### config.mk
export PLATFORM = sky130hd
export DESIGN_NAME = bcd_display_scan
export DESIGN_NICKNAME = d
export VERILOG_FILES = /design/src/rtl/bcd_display_scan.sv
export SDC_FILE = /design/constraint.sdc
export NUM_CORES = 1
export LEC_CHECK = 0
export BUFFER_PORTS_ARGS = -buffer_cell sky130_fd_sc_hd__buf_2
export CAP_MARGIN = 25
export CELL_PAD_IN_SITES_DETAIL_PLACEMENT = 1
export CELL_PAD_IN_SITES_GLOBAL_PLACEMENT = 1
export CORE_MARGIN = 4
export CORE_UTILIZATION = 45
export DETAILED_ROUTE_END_ITERATION = 10
export PLACE_DENSITY_LB_ADDON = 0.15
export SLEW_MARGIN = 40
export SYNTH_ARGS = -nofsm -noshare
export SYNTH_HDL_FRONTEND = slang
export SYNTH_SLANG_ARGS = --single-unit
### constraint.sdc
create_clock -name clk -period 1.9 [get_ports clk]
set_input_delay 0.19 -clock clk [delete_from_list [all_inputs] [get_ports clk]]
set_output_delay 0.19 -clock clk [all_outputs]
set_load 0.1 [all_outputs]
### src/rtl/bcd_display_scan.sv
// bcd_display_scan: frame-snapshotted, time-multiplexed BCD seven-segment scanner with leading-zero blanking
module bcd_display_scan #(
  parameter int DIGITS         = 4,
  parameter int SCAN_DIV       = 50000,
  parameter bit SEG_ACTIVE_LOW = 1'b1,
  parameter bit AN_ACTIVE_LOW  = 1'b1
) (
  input  logic                  clk,
  input  logic                  rst_n,
  input  logic                  enable,
  input  logic [4*DIGITS-1:0]   bcd_in,
  input  logic [DIGITS-1:0]     dp_in,
  input  logic                  blank_lz,
  output logic [6:0]            seg,
  output logic                  dp,
  output logic [DIGITS-1:0]     an,
  output logic                  frame_tick
);
  localparam int CW = $clog2(SCAN_DIV);
  localparam int IW = DIGITS > 1 ? $clog2(DIGITS) : 1;
  localparam logic [6:0] SEG_OFF = {7{SEG_ACTIVE_LOW}};
  localparam logic [DIGITS-1:0] AN_OFF = {DIGITS{AN_ACTIVE_LOW}};

  logic [CW-1:0]       pre_cnt_q, pre_cnt_d;
  logic [IW-1:0]       dig_idx_q, dig_idx_d;
  logic [4*DIGITS-1:0] snap_bcd_q, snap_bcd_d;
  logic [DIGITS-1:0]   snap_dp_q, snap_dp_d;
  logic [6:0]          seg_q, seg_d;
  logic                dp_q, dp_d;
  logic [DIGITS-1:0]   an_q, an_d;
  logic                tick_q, tick_d;
  logic [DIGITS-1:0]   blank;
  logic                zrun, frame_start, wrap, lit;

  function automatic logic [6:0] dec(input logic [3:0] b);
    case (b)
      4'd0: return 7'h3F;
      4'd1: return 7'h06;
      4'd2: return 7'h5B;
      4'd3: return 7'h4F;
      4'd4: return 7'h66;
      4'd5: return 7'h6D;
      4'd6: return 7'h7D;
      4'd7: return 7'h07;
      4'd8: return 7'h7F;
      4'd9: return 7'h6F;
      default: return 7'h40;
    endcase
  endfunction

  always_comb begin
    frame_start = pre_cnt_q == '0 && dig_idx_q == '0;
    wrap = pre_cnt_q == CW'(SCAN_DIV - 1);
    zrun = 1'b1;
    blank = '0;
    // Walk from the most significant digit down; blanking stops at the first nonzero digit.
    for (int k = DIGITS - 1; k >= 0; k--) begin
      zrun = zrun && snap_bcd_q[4*k +: 4] == 4'd0;
      blank[k] = blank_lz && zrun && k != 0;
    end
    lit = enable && pre_cnt_q != '0 && !blank[dig_idx_q];
    pre_cnt_d = !enable || wrap ? '0 : pre_cnt_q + 1'b1;
    dig_idx_d = !enable ? '0 : !wrap ? dig_idx_q : dig_idx_q == IW'(DIGITS - 1) ? '0 : dig_idx_q + 1'b1;
    snap_bcd_d = !enable || frame_start ? bcd_in : snap_bcd_q;
    snap_dp_d = !enable || frame_start ? dp_in : snap_dp_q;
    an_d = lit ? AN_OFF ^ (DIGITS'(1) << dig_idx_q) : AN_OFF;
    seg_d = lit ? dec(snap_bcd_q[{dig_idx_q, 2'b00} +: 4]) ^ SEG_OFF : SEG_OFF;
    dp_d = lit ? snap_dp_q[dig_idx_q] ^ SEG_ACTIVE_LOW : SEG_ACTIVE_LOW;
    tick_d = enable && frame_start;
  end

  always_ff @(posedge clk or negedge rst_n) begin
    if (!rst_n) begin
      pre_cnt_q  <= '0;
      dig_idx_q  <= '0;
      snap_bcd_q <= '0;
      snap_dp_q  <= '0;
      seg_q      <= SEG_OFF;
      dp_q       <= SEG_ACTIVE_LOW;
      an_q       <= AN_OFF;
      tick_q     <= 1'b0;
    end else begin
      pre_cnt_q  <= pre_cnt_d;
      dig_idx_q  <= dig_idx_d;
      snap_bcd_q <= snap_bcd_d;
      snap_dp_q  <= snap_dp_d;
      seg_q      <= seg_d;
      dp_q       <= dp_d;
      an_q       <= an_d;
      tick_q     <= tick_d;
    end
  end

  assign seg        = seg_q;
  assign dp         = dp_q;
  assign an         = an_q;
  assign frame_tick = tick_q;
endmodule

==> results of run 1 <==
==> cell usage in the layout (no fill, tap or decap), types with 2 or more instances in the layout <==
| master | n |
|---|---|
| buf_12 | 2 |
| mux4_1 | 2 |
| nand2_1 | 18 |
| xnor2_1 | 6 |
| nand4_1 | 4 |
| nor2_1 | 24 |
| nor3_1 | 3 |
| mux2_2 | 20 |
| inv_1 | 11 |
| dfstp_2 | 12 |
| ha_1 | 11 |
| o21ai_0 | 4 |
| xor2_1 | 7 |
| a21oi_1 | 4 |
| dfrtp_1 | 38 |
| buf_4 | 17 |
| nor3_2 | 2 |
| bufinv_16 | 2 |
| mux4_2 | 3 |
| clkbuf_8 | 5 |
| buf_2 | 36 |
| or3_1 | 2 |
| nor4_1 | 4 |
| nand3_1 | 10 |
==> metal layers <==
metal,track usage,routed length (µm)
met4,0.0482,34
met5,0,0
met2,0.272,2680
met1,0.246,2470
met3,0.0351,221
==> worst reg2reg max path, delay by kind of cell, from the launching register on <==
kind            cells  cell delay, ps
buf+inv             1             190
compound gates      1             210
flops               1             450
simple gates        2             510
mux                 1             360
==> logic make-up (layout without fill, tap and decap cells) <==
group	after synthesis	after routing	share of synthesized area
AND/OR/NAND/NOR	73	73	0.147
adder cells (fa/ha/maj)	11	11	0.0561
XOR/XNOR	13	13	0.0464
buffers and inverters	17	75	0.0393
multiplexers	26	26	0.145
flip-flops	51	51	0.526
AO/OA/AOI/OAI	14	14	0.0398
==> final timing paths <==
check	end	cells after the start
min in group asynchronous	snap_bcd_q[2]	3
max reg2reg	snap_bcd_q[5]	5
max	snap_bcd_q[5]	5
min reg2reg	snap_dp_q[0]	1
min	snap_bcd_q[11]	2
max in group asynchronous	dig_idx_q[0]	3
==> what timing repair did <==
action                                  CTS  global route
setup buffers                             0             2
hold endpoints to repair                  1             0
endpoints found under the setup margin   21            36
hold buffers                              1             0
gates resized for setup                   2             3
==> registers in the layout, summed over array words and instances, names as in the netlist <==
name and flops:
an 4, seg 7, snap_dp_q 4, snap_bcd_q 16, pre_cnt_q 16, dig_idx_q 2, dp 1, frame_tick 1
==> per-stage QoR <==
stage          instance area (µm²)  total power [mW]  worst slack, ps
6_report                      3000              2.57             79.0
5_1_grt                       3000              2.69            -67.6
4_1_cts                       2970              2.60             38.9
3_5_place_dp                  2820              1.71            -31.2
3_3_place_gp                  2820              1.70             7.66
2_1_floorplan                 2450              1.58              169
==> report_power, final <==
group,switching [mW],leakage [nW],internal (mW)
logic,0.315,0.667,0.171
clock network,0.337,0.0654,0.526
registers,0.0462,0.620,1.17
==> layout make-up <==
cell class | count | area [µm²] | area share
Tap cell | 70 | 87.6 | 0.0292
Timing Repair Buffer | 56 | 358 | 0.119
Clock buffer | 6 | 72.6 | 0.0242
Multi-Input combinational cell | 137 | 1090 | 0.363
Inverter | 11 | 41.3 | 0.0138
Clock inverter | 2 | 60.1 | 0.0200
Sequential cell | 51 | 1290 | 0.430
==> results.json, run 1 <==
{
  "ys.flop_type": "dfrtp_1",
  "relSlewSlack": 0.582,
  "synth_most_common_cell": "dfrtp_1",
  "initial_utilization": 0.471,
  "leakagePower_nw": 1.35,
  "via_per_inst": 5.22,
  "drt_first_pass_iters": 4,
  "drv_cap": 0,
  "ys_seq_elements": 51,
  "hold_start": "bcd_in[11]",
  "grtUsageTotal": 0.174,
  "die_w_um": 81.8,
  "hpwl_um": 3970,
  "fp.coreArea_um2": 5200,
  "fin_hold_ws_ps": 115,
  "antenna_found_initial": 0,
  "clk_latency_ps": 300,
  "fin_cells": 333,
  "fill_cells": 581,
  "crit-reg2reg-launch": "pre_cnt_q[12]",
  "cp-end-kind": "flip-flop",
  "ios": 37,
  "synth.yosys.seq_area_share": 0.526,
  "drv_slew": 0,
  "vias": 1737,
  "crit_path_start": "pre_cnt_q[12]",
  "r2r_slack_ps": 80,
  "crit_slowest_cell": "dfrtp_1",
  "synth_cells": 205,
  "root_buffer": "clkbuf_8",
  "fp.dieArea_um2": 6700,
  "nets": 297,
  "cts_max_path_buffers": 2,
  "ys.warnings.count": 0,
  "synth-edff-count": 0,
  "finalHoldViolCount": 0,
  "criticalPathCategory": "reg2reg",
  "wl_um": 5400,
  "synth_top_cell_area_share": 0.398,
  "synthToLayoutAreaGrowth_pct": 22.4,
  "max_freq_mhz": 549,
  "cts_tree": "yes",
  "path_max_fanout": 20,
  "syn-cell-area_um2": 2450,
  "yosysUniqueCellTypes": 33,
  "worst_slew_pin_slew_ps": 627,
  "syn_nets": 240,
  "tns_ps": 0,
  "synth_area_leaders": "dfrtp_1 40%, dfstp_2 13%, mux2_2 9.2%, ha_1 5.6%, nor2_1 3.7%",
  "die_y_um": 81.8,
  "irDropWorstVdd_v": 0.000508,
  "dp_cells": 322,
  "grt_max_degree": 52,
  "syn_area_per_cell_um2": 12.0,
  "rows": 26,
  "grt_overflow": 0,
  "worst_setup_path_start_kind": "flip-flop",
  "drc_errors": 0,
  "setup_violations": 0,
  "cpLargestDelayFamily": "simple AND/OR/NAND/NOR gates",
  "io_buffers": 36,
  "cp.arrival_ps": 2000,
  "worst-endpoint-required_ps": 2080,
  "rsz0062_at_grt": "true",
  "grt_pass1_vias": 1737,
  "skew_ps": 11.7,
  "synth_area_leader_cell": "dfrtp_1",
  "htreeDepth": 2,
  "crit_buf_inv": 1,
  "path_cells": "nor4_4 > nand4_1 > o21ai_2 > buf_12 > mux2_2",
  "hp-class": "in2reg",
  "slowest_delay_ps": 450,
  "wire_per_inst_um": 16.2,
  "synthTopCellsByCount": "39 x dfrtp_1, 24 x nor2_1, 20 x mux2_2",
  "antenna_left": 0,
  "cts_buffers": 5,
  "status": "finished, final reports clean",
  "period_share": 0.958,
  "drt_iter0_drc": 67,
  "final_core_util": 0.577,
  "antenna_cells": 0,
  "cts_num_sinks": 51,
  "grt_pass1_wl_um": 8810,
  "path_clk_slew_ps": 90,
  "min_period_ps": 1820,
  "ys_async_sr_fraction": 1.00,
  "powerDensity_nw_per_um2": 855,
  "layout-drive-gt1-share": 0.411,
  "gp_congestion": 0.798
}
Note: power is estimated with default switching activity, not from simulation.
==> run 2: changes to the inputs <==
--- a/config.mk
+++ b/config.mk
@@ -12,7 +12,7 @@
 export CORE_MARGIN = 4
 export CORE_UTILIZATION = 45
 export DETAILED_ROUTE_END_ITERATION = 10
-export PLACE_DENSITY_LB_ADDON = 0.15
+export PLACE_DENSITY = 0.84
 export SLEW_MARGIN = 40
 export SYNTH_ARGS = -nofsm -noshare
 export SYNTH_HDL_FRONTEND = slang
==> results.json, run 2 (synthesis gave the netlist of run 1 again) <==
{
  "grt_overflow": 0,
  "root_buffer": "clkbuf_8",
  "die_y_um": 81.8,
  "gp_congestion": 0.798,
  "cts_max_path_buffers": 2,
  "setup_ws_ps": 98.6,
  "setup_violations": 0,
  "grt_max_degree": 29,
  "powerDensity_nw_per_um2": 821,
  "irDropWorstVdd_v": 0.000395,
  "rows": 26,
  "via_per_inst": 5.22,
  "m1WireLength_um": 2460,
  "cts_buffers": 5,
  "reg2reg_depth": 7,
  "cts_num_sinks": 51,
  "fp.dieArea_um2": 6700,
  "initial_utilization": 0.471,
  "final_core_util": 0.575,
  "worst-endpoint-required_ps": 2100,
  "grtUsageTotal": 0.182,
  "synthToLayoutAreaGrowth_pct": 22.0,
  "path_clk_slew_ps": 90,
  "max_freq_mhz": 555,
  "leakagePower_nw": 1.34,
  "relSlewSlack": 0.626,
  "slowest_delay_ps": 390,
  "vias": 1739,
  "path_max_fanout": 20,
  "die_w_um": 81.8,
  "path_cells": "inv_1 > ha_1 > nor4b_2 > nand4_1 > o21ai_2 > buf_12 > mux2_2",
  "layout_common_cells": "36 x dfrtp_1, 36 x buf_2, 24 x nor2_1",
  "drt_first_pass_iters": 4,
  "crit_slowest_cell": "dfrtp_1",
  "crit_buf_inv": 2,
  "hp-class": "in2reg",
  "period_share": 0.948,
  "worst_r2r_endpoint": "snap_bcd_q[5]",
  "antenna_left": 0,
  "worst_setup_path_start_kind": "flip-flop",
  "crit_path_start": "pre_cnt_q[0]",
  "grt_pass1_vias": 1855,
  "drv_slew": 0,
  "antenna_found_initial": 0,
  "nets": 297,
  "io_buffers": 36,
  "top_layer": "met4",
  "cts_tree": "yes",
  "criticalPathCategory": "reg2reg",
  "cpLargestDelayFamily": "flip-flops",
  "fp.coreArea_um2": 5200,
  "htreeDepth": 2,
  "route.met2.wl_um": 2830,
  "drc_errors": 0,
  "wl_met3_um": 229,
  "pre_cts_ws_ps": -39.8,
  "grt_pass1_wl_um": 9150,
  "skew_ps": 7.81,
  "min_period_ps": 1800,
  "path_depth": 7,
  "antenna_cells": 0,
  "crit-reg2reg-launch": "pre_cnt_q[0]",
  "wire_per_inst_um": 16.7,
  "drv_cap": 0,
  "ios": 37,
  "endpoint": "snap_bcd_q[5]",
  "status": "finished, final reports clean",
  "cp.arrival_ps": 2000,
  "finalHoldViolCount": 0,
  "layout-drive-gt1-share": 0.430,
  "cp-end-kind": "flip-flop",
  "finalPower_mw": 2.46,
  "worst_slew_pin_slew_ps": 557,
  "r2r_slack_ps": 100,
  "clk_latency_ps": 300,
  "hpwl_um": 4290,
  "drt_iter0_drc": 60,
  "wl_um": 5580
}
run 2: cell count changes in the layout (fill, tap and decap cells not counted), sizes merged:
| cell | previous run | this run |
|---|---|---|
| clkbuf | 6 | 5 |
| bufinv | 2 | 1 |
| inv | 11 | 12 |
| clkinv | 0 | 1 |
run 2: report_power, final:
group          internal [mW]  switching (mW)
sequential              1.17          0.0510
clock                  0.393           0.354
combinational          0.168           0.317
run 2: worst min path at each step:
stage                    from            end  slack [ps]  depth (start not counted)
finish               dp_in[1]   snap_dp_q[1]         110                          2
global route        bcd_in[7]  snap_bcd_q[7]          90                          2
CTS                  dp_in[1]   snap_dp_q[1]         100                          2
detailed placement      rst_n   snap_dp_q[3]         210                          1
global placement        rst_n   snap_dp_q[0]         210                          1
floorplan               rst_n   dig_idx_q[0]        -110                          0
run 2: cell type report:
type / instances / area (µm²)
Multi-Input combinational cell: 137 / 1100
Clock buffer: 5 / 68.8
Tap cell: 70 / 87.6
Timing Repair Buffer: 56 / 358
Fill cell: 575 / 2210
Sequential cell: 51 / 1290
Clock inverter: 3 / 42.5
Inverter: 11 / 41.3
run 2: stage by stage:
stage	cells	area [µm²]	TNS [ps]	hold WS [ps]
finish	333	2990	0	110
global route	333	2990	-44.6	94.8
CTS	330	2930	0	104
detailed placement	321	2810	-74.0	213
global placement	321	2810	0	205
floorplan	205	2450	0	-106
run 2: metal layers:
layer / vias up / GRT usage
li1: 822 / -
met4: 0 / 0.0432
met5: - / 0
met1: 875 / 0.241
met3: 7 / 0.0504
met2: 35 / 0.297
run 2: worst register-to-register path, delay by kind of cell (launching register included):
kind	cells	cell delay [ps]
flops	1	390
simple gates	2	360
compound gates	1	200
fa+ha+maj	1	140
mux	1	360
buf+inv	2	260
run 2: repair_timing:
action / in CTS / in global routing
pin swaps: 0 / 0
hold endpoints to repair: 22 / 0
hold buffers: 1 / 0
gates resized for setup: 1 / 9
setup endpoints to repair: 5 / 26
setup buffers: 0 / 3
cloned: 0 / 0
==> run 3: changes to the inputs <==
--- a/config.mk
+++ b/config.mk
@@ -13,6 +13,7 @@
 export CORE_UTILIZATION = 45
 export DETAILED_ROUTE_END_ITERATION = 10
 export PLACE_DENSITY = 0.84
+export REMOVE_ABC_BUFFERS = 1
 export SLEW_MARGIN = 40
 export SYNTH_ARGS = -nofsm -noshare
 export SYNTH_HDL_FRONTEND = slang
==> constraint.sdc (replaced) <==
create_clock -name clk -period 1.9 [get_ports clk]
set_input_delay 0.095 -clock clk [delete_from_list [all_inputs] [get_ports clk]]
set_output_delay 0.095 -clock clk [all_outputs]
set_load 0.1 [all_outputs]
==> results.json, run 3 (synthesis gave the netlist of run 1 again) <==
{
  "status": "finished, final reports clean",
  "grt_pass1_wl_um": 9570,
  "ios": 37,
  "cp.arrival_ps": 2070,
  "rows": 26,
  "crit_buf_inv": 1,
  "min_period_ps": 1870,
  "clk_latency_ps": 310,
  "via_per_inst": 5.38,
  "drv_cap": 0,
  "final_core_util": 0.568,
  "fin_cells": 328,
  "period_share": 0.982,
  "worst_slew_pin_slew_ps": 644,
  "layout-drive-gt1-share": 0.422,
  "fp.coreArea_um2": 5200,
  "nets": 292,
  "fp.dieArea_um2": 6700,
  "root_buffer": "clkbuf_8",
  "drc_errors": 0,
  "htreeDepth": 2,
  "fin_hold_ws_ps": 7.01,
  "wire_per_inst_um": 17.8,
  "grt_overflow": 0,
  "grt_pass1_vias": 1908,
  "powerDensity_nw_per_um2": 819,
  "criticalPathCategory": "reg2reg",
  "antenna_left": 0,
  "antenna_found_initial": 0,
  "cp-end-kind": "flip-flop",
  "path_clk_slew_ps": 100,
  "worst-endpoint-required_ps": 2100,
  "initial_utilization": 0.471,
  "gp_congestion": 0.780,
  "tns_ps": 0,
  "layout_common_cells": "36 x dfrtp_1, 36 x buf_2, 24 x nor2_1",
  "path_cells": "buf_4 > ha_2 > nand2_1 > or3_4 > nor3_2 > xnor2_1 > nor2_1",
  "grtUsageTotal": 0.189,
  "cts_buffers": 5,
  "cts_num_sinks": 51,
  "path_max_fanout": 4,
  "grt_max_degree": 52,
  "crit_slowest_cell": "or3_4",
  "worst_setup_path_start_kind": "flip-flop",
  "hp-class": "in2reg",
  "hpwl_um": 4110,
  "vias": 1766,
  "cts_tree": "yes",
  "wl_um": 5850,
  "io_buffers": 36,
  "relSlewSlack": 0.571,
  "leakagePower_nw": 1.31,
  "cpLargestDelayFamily": "simple AND/OR/NAND/NOR gates",
  "die_w_um": 81.8,
  "slowest_delay_ps": 430,
  "drt_first_pass_iters": 4,
  "finalHoldViolCount": 0,
  "cts_max_path_buffers": 2,
  "synthToLayoutAreaGrowth_pct": 20.6,
  "drt_iter0_drc": 74,
  "dp_cells": 318,
  "irDropWorstVdd_v": 0.000436,
  "die_y_um": 81.8,
  "antenna_cells": 0,
  "drv_slew": 0,
  "max_freq_mhz": 536,
  "rsz0062_at_grt": "true",
  "setup_violations": 0,
  "skew_ps": 14.1
}
==> run 3: metal layers <==
metal	routed length [µm]	part of all wire	track usage
met5	0	0	0
met4	97	0.017	0.0598
met3	234	0.040	0.0406
met2	3060	0.52	0.322
met1	2460	0.42	0.239
==> run 3: repair_timing <==
action	CTS	global route
resized for setup	2	10
hold buffers	1	0
pin swaps	1	1
endpoints found under the hold margin	39	0
buffers inserted	1	0
setup endpoints to repair	15	28
==> run 3: final cells by class <==
type                       instances  area [µm²]
multi-input combinational        137        1120
tap                               70        87.6
sequential                        51        1290
clock inverter                     2        13.8
inverter                          11        41.3
fill                             558        2250
timing repair buffer              51         308
clock buffer                       6        93.8
==> run 3: worst paths after layout <==
path / startpoint / to / slack, ps / cells after the start
hold / removal: bcd_in[3] / snap_bcd_q[3] / 7 / 2
setup / recovery: pre_cnt_q[0] / pre_cnt_q[14] / 30 / 7
hold reg to reg: snap_dp_q[1] / snap_dp_q[1] / 530 / 1
setup reg to reg: pre_cnt_q[0] / pre_cnt_q[14] / 30 / 7
min in group asynchronous: rst_n / pre_cnt_q[14] / 420 / 3
max in group asynchronous: rst_n / dig_idx_q[0] / 1010 / 3
==> run 3: power breakdown <==
part / internal (mW) / leakage (nW) / switching, mW
Clock: 0.340 / 0.0563 / 0.375
Combinational: 0.165 / 0.641 / 0.321
Sequential: 1.17 / 0.616 / 0.0483
==> run 3: through the flow <==
step / area, µm² / setup slack (ps) / power [mW]
global route: 2960 / -20.7 / 2.54
floorplan: 2400 / -175 / 1.57
CTS: 2910 / 11.4 / 2.43
global placement: 2780 / 62.2 / 1.69
finish: 2960 / 34.8 / 2.42
detailed placement: 2780 / -58.6 / 1.71
